===== src/rtl/ama_riscv_dmem_arbiter.sv =====
// ama_riscv_dmem_arbiter: shares the single-port DMEM between the core and a debug/loader port,
// core first, with bounded debug starvation and a lock mode for debug bursts.
module ama_riscv_dmem_arbiter #(
    parameter int MAX_WAIT = 4,
    parameter int CNT_W = $clog2(MAX_WAIT + 1)
) (
    input  logic        clk,
    input  logic        rst,
    input  logic        core_en,
    input  logic [3:0]  core_we,
    input  logic [13:0] core_addr,
    input  logic [31:0] core_wdata,
    output logic        core_stall,
    output logic [31:0] core_rdata,
    input  logic        dbg_req,
    input  logic        dbg_lock,
    input  logic [3:0]  dbg_we,
    input  logic [13:0] dbg_addr,
    input  logic [31:0] dbg_wdata,
    output logic        dbg_gnt,
    output logic        dbg_rvalid,
    output logic [31:0] dbg_rdata,
    output logic        dmem_en,
    output logic [3:0]  dmem_we,
    output logic [13:0] dmem_addr,
    output logic [31:0] dmem_din,
    input  logic [31:0] dmem_dout
);
    typedef enum logic {S_CORE, S_LOCK} state_t;
    localparam logic [CNT_W-1:0] WMAX = CNT_W'(MAX_WAIT);
    state_t           state_q, state_d;
    logic [CNT_W-1:0] wait_q, wait_d;
    logic             rd_vld_q, rd_owner_q;
    logic             dbg_own, core_gnt, rd_acc;
    always_ff @(posedge clk) begin
        if (rst) begin
            state_q    <= S_CORE;
            wait_q     <= '0;
            rd_vld_q   <= 1'b0;
            rd_owner_q <= 1'b0;
        end else begin
            state_q  <= state_d;
            wait_q   <= wait_d;
            rd_vld_q <= rd_acc;
            if (rd_acc) rd_owner_q <= dbg_gnt;
        end
    end
    // Reset gates every grant so nothing reaches the DMEM while rst is high.
    always_comb begin
        dbg_own    = (state_q == S_LOCK) || (dbg_req && (!core_en || wait_q == WMAX));
        dbg_gnt    = !rst && dbg_req && dbg_own;
        core_gnt   = !rst && core_en && !dbg_own;
        core_stall = !rst && core_en && dbg_own;
        dmem_en    = core_gnt || dbg_gnt;
        dmem_we    = dbg_gnt ? dbg_we : (core_gnt ? core_we : 4'h0);
        dmem_addr  = dbg_own ? dbg_addr : core_addr;
        dmem_din   = dbg_own ? dbg_wdata : core_wdata;
        rd_acc     = dmem_en && (dmem_we == 4'h0);
        wait_d     = (!dbg_req || dbg_gnt) ? '0 : ((wait_q == WMAX) ? wait_q : wait_q + CNT_W'(1));
        state_d    = (state_q == S_CORE) ? ((dbg_gnt && dbg_lock) ? S_LOCK : S_CORE)
                                         : (dbg_lock ? S_LOCK : S_CORE);
    end
    assign dbg_rvalid = rd_vld_q && rd_owner_q;
    assign dbg_rdata  = dmem_dout;
    assign core_rdata = dmem_dout;
endmodule


===== config.mk =====
export PLATFORM = sky130hd
export DESIGN_NAME = ama_riscv_dmem_arbiter
export DESIGN_NICKNAME = d
export VERILOG_FILES = /design/src/rtl/ama_riscv_dmem_arbiter.sv
export SDC_FILE = /design/constraint.sdc
export NUM_CORES = 1
export LEC_CHECK = 0
export CORE_AREA = 2 2 100 102
export CTS_CLUSTER_SIZE = 12
export DETAILED_ROUTE_END_ITERATION = 16
export DIE_AREA = 0 0 102 104
export PLACE_DENSITY = 0.63
export SYNTH_ARGS = -nofsm -noshare
export SYNTH_HDL_FRONTEND = slang
export SYNTH_SLANG_ARGS = --single-unit

===== constraint.sdc =====
create_clock -name clk -period 3.4 [get_ports clk]
set_clock_uncertainty 0.15 [all_clocks]
set_input_delay 1.02 -clock clk [delete_from_list [all_inputs] [get_ports clk]]
set_output_delay 1.02 -clock clk [all_outputs]
set_load 0.01 [all_outputs]

---- Yosys cells after proc, flatten, opt, wreduce, memory -nomap -nowiden ----
Index checks and enable logic that the tools add are counted.
storage, ports and cells
  register bits ........................... 6
  output and inout bits ................... 118
  word-level logic and storage cells ...... 32
operators by class
  add/sub/neg operators ................... 1
  equal/unequal tests ..................... 1
  mux-type cells .......................... 7
  reductions and logical operators ........ 19
operators with widths
  operator                                                       number
  32-bit 2-to-1 mux                                              1
  14-bit 2-to-1 mux                                              1
  1-bit logical AND                                              9
  4-bit 2-to-1 mux                                               2
  1-bit zero test                                                4
  4-bit zero test                                                1
  1-bit logical OR                                               4
  3-bit by 1-bit adder with 3-bit output, second input constant  1
  3-bit equality test, second input constant                     1
  1-bit 2-to-1 mux                                               3
  2-bit OR reduction                                             1

---- Depth between registers and ports, before layout ----
  word-level depth ........................ 10
  gate-level depth with buffers ........... 7

---- Worst setup path after synthesis ----
OpenSTA, ideal clock, no wires.
  kind .................................... input to output
  start ................................... in core_en
  end ..................................... out dmem_din[12]
  arrival time ............................ 2.064 ns
  setup slack ............................. 0.166 ns
  stages on the path ...................... 5
  path buffers ............................ 2
  cells stage by stage .................... a21bo_2 -> a21oi_2 -> buf_6 -> buf_6 -> mux2_1
between the ends
  cells in the longest elaborated chain, start to end .. 5
ends and longest elaborated chain
  item               line  text
  from (decl)        9     input logic core_en,
  1-bit zero test    50    dbg_own = (state_q == S_LOCK) || (dbg_req && (!core_en || wait_q == WMAX));
  1-bit logical OR   50
  1-bit logical AND  50
  1-bit logical OR   50
  32-bit 2-to-1 mux  57    dmem_din = dbg_own ? dbg_wdata : core_wdata;
  to (decl)          26    output logic [31:0] dmem_din,
No other way between the ends.

---- Worst setup path in the final report ----
  start ................................... in core_en
  end ..................................... out dmem_din[13]
The elaborated chain is that of the path after synthesis.

==> results.py <==
metrics = {
    "grt": {
        "grt-ovfl-total": 0,
        "gr-usage-all-layers": 0.110,
        "antenna_found_initial": 0,
        "grt_max_degree": 8,
        "grt_pass1_vias": 1709,
        "grt_pass1_wl_um": 8960,
    },
    "floorplan": {
        "start_util": 0.153,
        "dieArea_um2": 10600,
        "fp.dieW_um": 102,
        "die_h_um": 104,
        "rows": 36,
        "coreArea_um2": 9550,
        "top_level_ports": 255,
    },
    "yosys": {
        "synth_seq_cells": 6,
        "synth_nets": 302,
        "synth.cell_area_um2": 1460,
        "seq_area_frac_synth": 0.0823,
        "synth_ff_type": "dfxtp_1",
        "async_flop_share": 0,
        "synth_cell_types": 30,
        "synth.top_cells.by_area": "buf_4, mux2_2, mux2_1",
        "yosys.area.top_type": "buf_4",
        "synth_edf_count": 0,
        "yosysWarnings": 0,
        "synth_top_area_frac": 0.339,
        "synth_area_per_cell_um2": 8.96,
        "synthTopCellsByCount": "buf_4, mux2_2, mux2_1, dfxtp_1",
        "synth.most_common_cell": "buf_4",
        "synthCells": 163,
    },
    "detailed_routing": {
        "dr_wl_met3_um": 690,
        "routed_wl_um": 6130,
        "highest_layer": "met4",
        "via_per_inst": 3.78,
        "drc": 0,
        "wl_per_cell_um": 14.7,
        "drt_iter0_drc": 22,
        "dr_wl_met2_um": 3000,
        "met1Wirelength_um": 2330,
        "postRouteAntennaNets": 0,
        "route.vias.total": 1571,
        "dr.pass1.iters": 4,
    },
    "cells_and_area": {
        "drive_gt1_frac": 0.488,
        "fin_area_um2": 3350,
        "area_delta_synth_final_pct": 130,
        "finish.net_count": 424,
        "final_core_util": 0.351,
        "antenna_cells": 0,
    },
    "hold_path": {
        "worstHoldPathType": "reg2reg",
        "min_from": "wait_q[1]",
    },
    "setup_path": {
        "crit_path_start_kind": "input pin",
        "worstReg2RegStart": "wait_q[0]",
        "r2r_cells": 7,
        "r2r_setup_slack_ns": 1.30,
        "worst_ep_required_time_ns": 2.23,
        "rr_endpoint": "rd_owner_q",
        "worstPathMaxFanout": 7,
        "cp.arrival_ns": 2.32,
        "worstSetupEndpoint": "dmem_din[13]",
        "endpoint_kind": "output pin",
        "path_class": "in2out",
        "cp-startpoint": "core_en",
    },
    "timing": {
        "holdWs_ns": 0.336,
        "fin_tns_setup_ns": -2.57,
        "tightest_slew_ns": 0.469,
        "grt_setup_unrepaired": "yes",
        "hold_viol_final": 0,
        "slew_viol_final": 0,
        "final.setup.worst_slack_ns": -0.0910,
        "fmax_mhz": 286,
        "relSlewSlack": 0.686,
        "period_share": 1.03,
        "setup_viol": 41,
        "period_minus_slack_ns": 3.49,
    },
    "place": {
        "dpl_cell_area_um2": 2800,
        "place_hpwl_um": 4180,
        "pre_cts_slack_ns": -0.905,
        "port_buffers": 158,
        "place_congestion": 0.744,
    },
    "clock_network": {
        "insertion_delay_ns": 0.22,
        "h-tree-depth": 1,
        "clk_pin_slew_worst_paths_ns": 0.04,
        "cts_buffers": 3,
        "cts_root_buf": "clkbuf_8",
        "cts_tree": "yes",
        "cts_buffer_depth": 2,
        "ctsHoldBuffers": 0,
        "cts_sinks": 6,
    },
    "status": {
        "violations": "negative setup slack",
        "outcome": "finished, violations left",
    },
    "job": {
        "maxCapViolCount": 0,
    },
    "pwr": {
        "powerDensity_nw_per_um2": 198,
        "leakage_nw": 1.54,
        "ir_worst_vdd_mv": 0.0672,
    },
}
worst min path at each step:
stage / cells after the start / slack, ns / end
6_report: 2 / 0.34 / wait_q[1]
2_1_floorplan: 2 / 0.30 / wait_q[1]
4_1_cts: 2 / 0.34 / wait_q[1]
5_1_grt: 2 / 0.35 / wait_q[1]
3_3_place_gp: 2 / 0.31 / wait_q[1]
3_5_place_dp: 2 / 0.33 / wait_q[1]
report_power, final:
| part | internal, mW | switching [mW] | leakage, nW |
|---|---|---|---|
| combinational | 0.333 | 0.145 | 1.47 |
| clock | 0.0762 | 0.0323 | 0.0216 |
| sequential | 0.0737 | 0.00131 | 0.0490 |
cell usage in the layout (no fill, tap or decap), types with 2 or more instances in the layout:
| master | instances |
|---|---|
| buf_12 | 8 |
| buf_6 | 48 |
| buf_2 | 2 |
| a21oi_1 | 2 |
| inv_1 | 3 |
| clkdlybuf4s50_1 | 102 |
| or2_2 | 2 |
| buf_4 | 15 |
| mux2_4 | 46 |
| nor2_1 | 4 |
| dfxtp_1 | 6 |
| dlygate4sd2_1 | 3 |
| ha_1 | 2 |
| a22o_1 | 4 |
| a21oi_4 | 2 |
| nand2b_1 | 3 |
| clkbuf_8 | 3 |
| buf_16 | 4 |
| clkbuf_2 | 2 |
| nand2_1 | 4 |
final cells by class:
class / instances / area, µm²
Sequential cell: 6 / 120
Inverter: 3 / 11.3
Timing Repair Buffer: 186 / 2010
Clock buffer: 3 / 41.3
Fill cell: 974 / 6200
Tap cell: 133 / 166
Multi-Input combinational cell: 85 / 1000
worst max-delay path, stage by stage:
cell and delay (ns):
buf_6 0.07, a21bo_4 0.22, a21oi_4 0.17, buf_12 0.15, buf_12 0.11, buf_12 0.13
mux2_4 0.32, buf_6 0.13
logic make-up (layout without fill, tap and decap cells):
kind of cell	count (synthesis)	in the layout	synth area share
compound gates	15	15	0.0908
flops	6	6	0.0823
simple gates	21	21	0.0788
xor+xnor	1	1	0.00600
buf+inv	72	192	0.370
fa+ha+maj	2	2	0.0171
mux	46	46	0.355
per-stage QoR:
step                power (mW)  cells
finish                   0.662    416
global route             0.697    416
CTS                      0.676    417
detailed placement       0.439    397
global placement         0.438    397
floorplan                0.272    163
state kept, by name, indices dropped and copies added, names as in the netlist:
register    cells
rd_owner_q      1
state_q         1
wait_q          3
rd_vld_q        1
per-layer routing:
metal | track usage | vias up
li1 | - | 743
met1 | 0.133 | 699
met2 | 0.185 | 109
met3 | 0.0316 | 20
met4 | 0.0352 | 0
met5 | 0 | -
repair_timing:
action / 4_1_cts / 5_1_grt
setup buffers: 11 / 1
gates cloned: 6 / 0
setup endpoints to repair: 53 / 52
pin swaps: 1 / 1
resized for setup: 303 / 10
No activity file was read; power rests on OpenSTA's default activity.
